### src/rtl/regfile_wb_bank.sv
// -----------------------------------------------------------------------------
// regfile_wb_bank
//
// Write side and storage of the RV32I integer register file, plus the busy
// scoreboard used by the hazard unit.
//
// - x1..x31 are flip-flop registers written by the writeback port.
//   x0 has no storage and always reads as zero.
// - Every register is driven onto a flat bus for the read-port multiplexers.
// - One busy bit per register: set when a producer issues, cleared when it
//   writes back, and cleared for all registers on a flush.
//
// Parameters
//   XLEN     register width (only 32 is supported)
//   RST_VAL  reset value of x1..x31
//
// Ports
//   clk_i        core clock; all state changes on the rising edge
//   rst_ni       synchronous reset, active low
//   wr_en_i      writeback valid
//   wr_addr_i    writeback destination register
//   wr_data_i    writeback data
//   iss_en_i     an instruction with a destination issues this cycle
//   iss_rd_i     destination of the issuing instruction
//   flush_i      pipeline flush; clears all busy bits
//   rs1_addr_i   hazard query address 1
//   rs2_addr_i   hazard query address 2
//   regs_o       flat register bus; bits [32k+31:32k] hold xk; x0 slice is 0
//   busy_o       scoreboard; bit k set means xk has a pending write
//   rs1_busy_o   query 1 must stall (combinational)
//   rs2_busy_o   query 2 must stall (combinational)
//   wb_unexp_o   one-cycle pulse: the previous writeback hit a non-busy register
// -----------------------------------------------------------------------------
module regfile_wb_bank #(
    parameter int unsigned     XLEN    = 32,
    parameter logic [XLEN-1:0] RST_VAL = '0
) (
    input  logic                 clk_i,
    input  logic                 rst_ni,
    input  logic                 wr_en_i,
    input  logic [4:0]           wr_addr_i,
    input  logic [XLEN-1:0]      wr_data_i,
    input  logic                 iss_en_i,
    input  logic [4:0]           iss_rd_i,
    input  logic                 flush_i,
    input  logic [4:0]           rs1_addr_i,
    input  logic [4:0]           rs2_addr_i,
    output logic [32*XLEN-1:0]   regs_o,
    output logic [31:0]          busy_o,
    output logic                 rs1_busy_o,
    output logic                 rs2_busy_o,
    output logic                 wb_unexp_o
);

    logic [31:0] wen;
    logic [31:0] iss_hit;
    logic [31:0] busy_reg;
    logic [31:0] busy_next;
    logic        wb_unexp_reg;
    logic        wb_unexp_next;

    // x0: never written, never busy.
    assign wen[0]                = 1'b0;
    assign iss_hit[0]            = 1'b0;
    assign busy_next[0]          = 1'b0;
    assign regs_o[XLEN-1:0]      = '0;

    genvar gi;
    generate
        for (gi = 1; gi < 32; gi++) begin : g_reg
            logic [XLEN-1:0] x_reg;

            assign wen[gi]     = wr_en_i  && (wr_addr_i == 5'(gi));
            assign iss_hit[gi] = iss_en_i && (iss_rd_i  == 5'(gi));

            always_ff @(posedge clk_i) begin
                if (!rst_ni) begin
                    x_reg <= RST_VAL;
                end else if (wen[gi]) begin
                    x_reg <= wr_data_i;
                end
            end

            assign regs_o[gi*XLEN +: XLEN] = x_reg;

            // Flush beats everything; a new producer beats a retiring one,
            // since the retiring write is the older result.
            assign busy_next[gi] = flush_i     ? 1'b0 :
                                   iss_hit[gi] ? 1'b1 :
                                   wen[gi]     ? 1'b0 :
                                                 busy_reg[gi];
        end
    endgenerate

    // Writeback to a register nobody is waiting on; the write itself still
    // happens, this only flags it.
    assign wb_unexp_next = wr_en_i && (wr_addr_i != 5'd0) &&
                           !busy_reg[wr_addr_i] && !flush_i;

    always_ff @(posedge clk_i) begin
        if (!rst_ni) begin
            busy_reg     <= '0;
            wb_unexp_reg <= 1'b0;
        end else begin
            busy_reg     <= busy_next;
            wb_unexp_reg <= wb_unexp_next;
        end
    end

    assign busy_o     = busy_reg;
    assign wb_unexp_o = wb_unexp_reg;

    // A writeback landing this cycle releases the stall; the consumer picks
    // the value up through forwarding. busy_reg[0] is always 0, so queries
    // of x0 never stall.
    assign rs1_busy_o = busy_reg[rs1_addr_i] &&
                        !(wr_en_i && (wr_addr_i == rs1_addr_i));
    assign rs2_busy_o = busy_reg[rs2_addr_i] &&
                        !(wr_en_i && (wr_addr_i == rs2_addr_i));

endmodule
### config.mk
export PLATFORM = sky130hd
export DESIGN_NAME = regfile_wb_bank
export DESIGN_NICKNAME = d
export VERILOG_FILES = /design/src/rtl/regfile_wb_bank.sv
export SDC_FILE = /design/constraint.sdc
export NUM_CORES = 2
export LEC_CHECK = 0
export BUFFER_PORTS_ARGS = -buffer_cell sky130_fd_sc_hd__buf_2
export CORE_AREA = 5 5 433 435
export CTS_CLUSTER_SIZE = 28
export DETAILED_ROUTE_END_ITERATION = 12
export DIE_AREA = 0 0 438 440
export SLEW_MARGIN = 20
export SYNTH_ARGS = -nofsm -noshare
export SYNTH_HDL_FRONTEND = slang
export SYNTH_SLANG_ARGS = --single-unit
export TNS_END_PERCENT = 5
### constraint.sdc
create_clock -name clk_i -period 2.4 [get_ports clk_i]
set_input_delay 0.12 -clock clk_i [delete_from_list [all_inputs] [get_ports clk_i]]
set_output_delay 0.12 -clock clk_i [all_outputs]
set_load 0.1 [all_outputs]
==> metrics.txt <==
Placer Congestion 0.837; VDD IR-drop max 0.000565 V; Num CTS Buffers 111; crit path DAT 2340 ps; worst stage delay on the critical path 440 ps; Post-synth EDFFs 0; drt drc 0; post-synth top area cell dfxtp_1; Nets 5736; Routed Antenna Nets 0; crit path max fanout 5; Initial Util 22.1%; Final Hold Fails 0; CTS tree yes; RSZ-0062 raised after global routing true; Worst EP required 2280 ps; H-tree lvl count 3; routed len/inst 24.3 um; Final setup viols 2; core area 183000 sq um; PortBufs 1082; CTS Buffer Depth 3; postcts setup bufs 0; final wirelength 199000 um; Yosys top cell area share 50.8%; CP max stage cell dfxtp_1; setup tns final -111 ps; status complete, but fails checks; delay-heaviest family, CP compound AO/OA/AOI/OAI gates; Setup WS pre-CTS 315 ps; final worst slack -59.3 ps; Period minus WS final 2460 ps; Slew headroom 33.6%; failing checks setup timing; DRT Pass-1 Iters 5; period utilisation layout 102%; vias in the first global route 35.3k; layout cells sized above 1 27.5%; Startpoint Class flop; row cnt 157; Via density 4.56; total grt overflow 0; num ports 1116; Power Density 731 nW/um^2; Die Wd 438 um; Total GRT Usage 19.5%; initial antenna violation count 27; Avg Cell Area, Syn 8.55 sq um; Critical Path Sink Type output pin; fmax 0.407 GHz; Netlist cell types 49; Worst-Skew Late Latency 740 ps; DIE AREA 193000 sq um; worst setup path category reg -> out; Primary FF master, synth dfxtp_1; post-synthesis sequential area ratio 50.8%; async set-reset flop share out of synthesis 0%; Worst Skew 33.4 ps; via count 37.3k; first-pass GRT wire length 270000 um; post-synthesis instance area 40400 sq um; Die H 440 um; Mapped Cells 4720; CP Buf/Inv Count 1; Root Driver clkbuf_16; max reg flops 992; cells traversed along the worst timing path mux4_2 > nor2b_1 > o31ai_1 > a22o_1 > buf_12; Layout area overhead 30.8%; Ys Warns 0; max cap viols 0; pin count of the biggest net entering global routing 136; fin util 28.9%; clock-pin slew on the worst setup and hold paths 60 ps; final slew viol count 0; most frequent cells in the layout nand2_1 (1999), buf_2 (1072), dfxtp_1 (1015); HP Class in -> reg; commonest non-fill, non-tap cell in the layout nand2_1; ranking of synthesized cells by area dfxtp_1 (51%), nand2_1 (19%), a21boi_0 (11%); measured slew at the worst slew-check pin 995 ps; Synth Register Bits 1024; clk sinks 1024; DR iter-0 viols 2917; Leak 21.1 nW; detailed placement HPWL 135000 um
-- cells by family (layout without fill, tap and decap cells) --
family / count (synthesis) / in the layout / synth area share, %
muxes: 26 / 26 / 1.31
and+or+nand+nor: 2150 / 2150 / 21.2
other: 1 / 43 / 0.00929
buffers and inverters: 471 / 1489 / 6.50
AOI/OAI and AO/OA: 1038 / 1038 / 20.0
xor gates and xnor gates: 10 / 10 / 0.217
DFF: 1024 / 1024 / 50.8
-- worst register-to-register path, delay by kind of cell (launching register included) --
| family | cells | cell delay (ps) |
|---|---|---|
| AO/OA/AOI/OAI | 1 | 180 |
| buffers and inverters | 2 | 1150 |
| flip-flops | 1 | 360 |
| AND/OR/NAND/NOR | 1 | 40 |
-- synthesized netlist by cell type, types with 2 or more instances --
library cell / number
nand2_1: 2011
dfxtp_1: 1024
a21boi_0: 604
a21boi_1: 318
buf_2: 149
clkbuf_1: 134
buf_4: 118
a21boi_2: 70
nor2_1: 39
buf_1: 38
buf_6: 30
a22oi_1: 25
mux4_2: 21
and2_1: 18
nor2b_1: 14
nand2_2: 11
nor2_4: 11
a32oi_1: 9
xor2_1: 8
nand2b_1: 7
nand3_1: 5
nor3_1: 4
nor3_4: 4
and4bb_2: 3
mux2_2: 3
nand4b_4: 3
nor3b_1: 3
nor4_1: 3
a221oi_1: 2
a22o_1: 2
a31oi_1: 2
and3_1: 2
and4b_4: 2
inv_1: 2
mux2i_1: 2
nand2_4: 2
nor2_2: 2
o21ai_0: 2
o31ai_1: 2
xnor2_1: 2
-- timing repair --
| action | 4_1_cts | 5_1_grt |
|---|---|---|
| hold buffers | 51 | 0 |
| hold endpoints to repair | 588 | 0 |
| gates resized for setup | 21 | 9 |
| cloned | 0 | 0 |
| setup endpoints to repair | 2 | 5 |
| pin swaps | 2 | 1 |
-- cell type report --
class | instances | area [sq um]
repair buffers | 1283 | 7960
fillers | 19400 | 130000
diodes | 10 | 25.0
clock buffers | 167 | 3300
inverters | 2 | 7.51
clock inverters | 37 | 549
multi-input cells | 3257 | 17400
well taps | 2385 | 2980
flip-flops and latches | 1024 | 20500
-- routing by layer --
layer	GRT usage (%)	wire length [um]
met5	0	40
met4	10.1	11200
met3	4.50	16600
met2	33.1	94900
met1	23.0	75900
-- power by group --
| part | switching [W] | internal (W) | total, W |
|---|---|---|---|
| sequential | 0.0000677 | 0.0171 | 0.0172 |
| combinational | 0.00265 | 0.000720 | 0.00336 |
| clock | 0.00755 | 0.0105 | 0.0180 |
-- worst paths after layout --
path	from	to	slack, ps	cells after the start
min	wr_addr_i[3]	wb_unexp_o$_SDFF_PN0_	110	4
max reg2reg	busy_o[31]$_SDFFE_PP0P_	busy_o[31]$_SDFFE_PP0P_	560	4
min reg2reg	g_reg[5].x_reg[31]$_SDFFE_PN0P_	g_reg[5].x_reg[31]$_SDFFE_PN0P_	450	2
max	busy_o[5]$_SDFFE_PP0P_	rs1_busy_o	-60	5
-- per-stage QoR --
step	std cells	total power [W]	hold WS [ps]	instance area, sq um
final	8165	0.0386	108	52800
after floorplan	4752	0.0198	265	40500
after detailed placement	7900	0.0209	441	48300
after global placement	7900	0.0209	437	48300
after global routing	8161	0.0398	68.2	52800
after CTS	8155	0.0390	0.901	52700
Power figures use the tool's default switching activity.
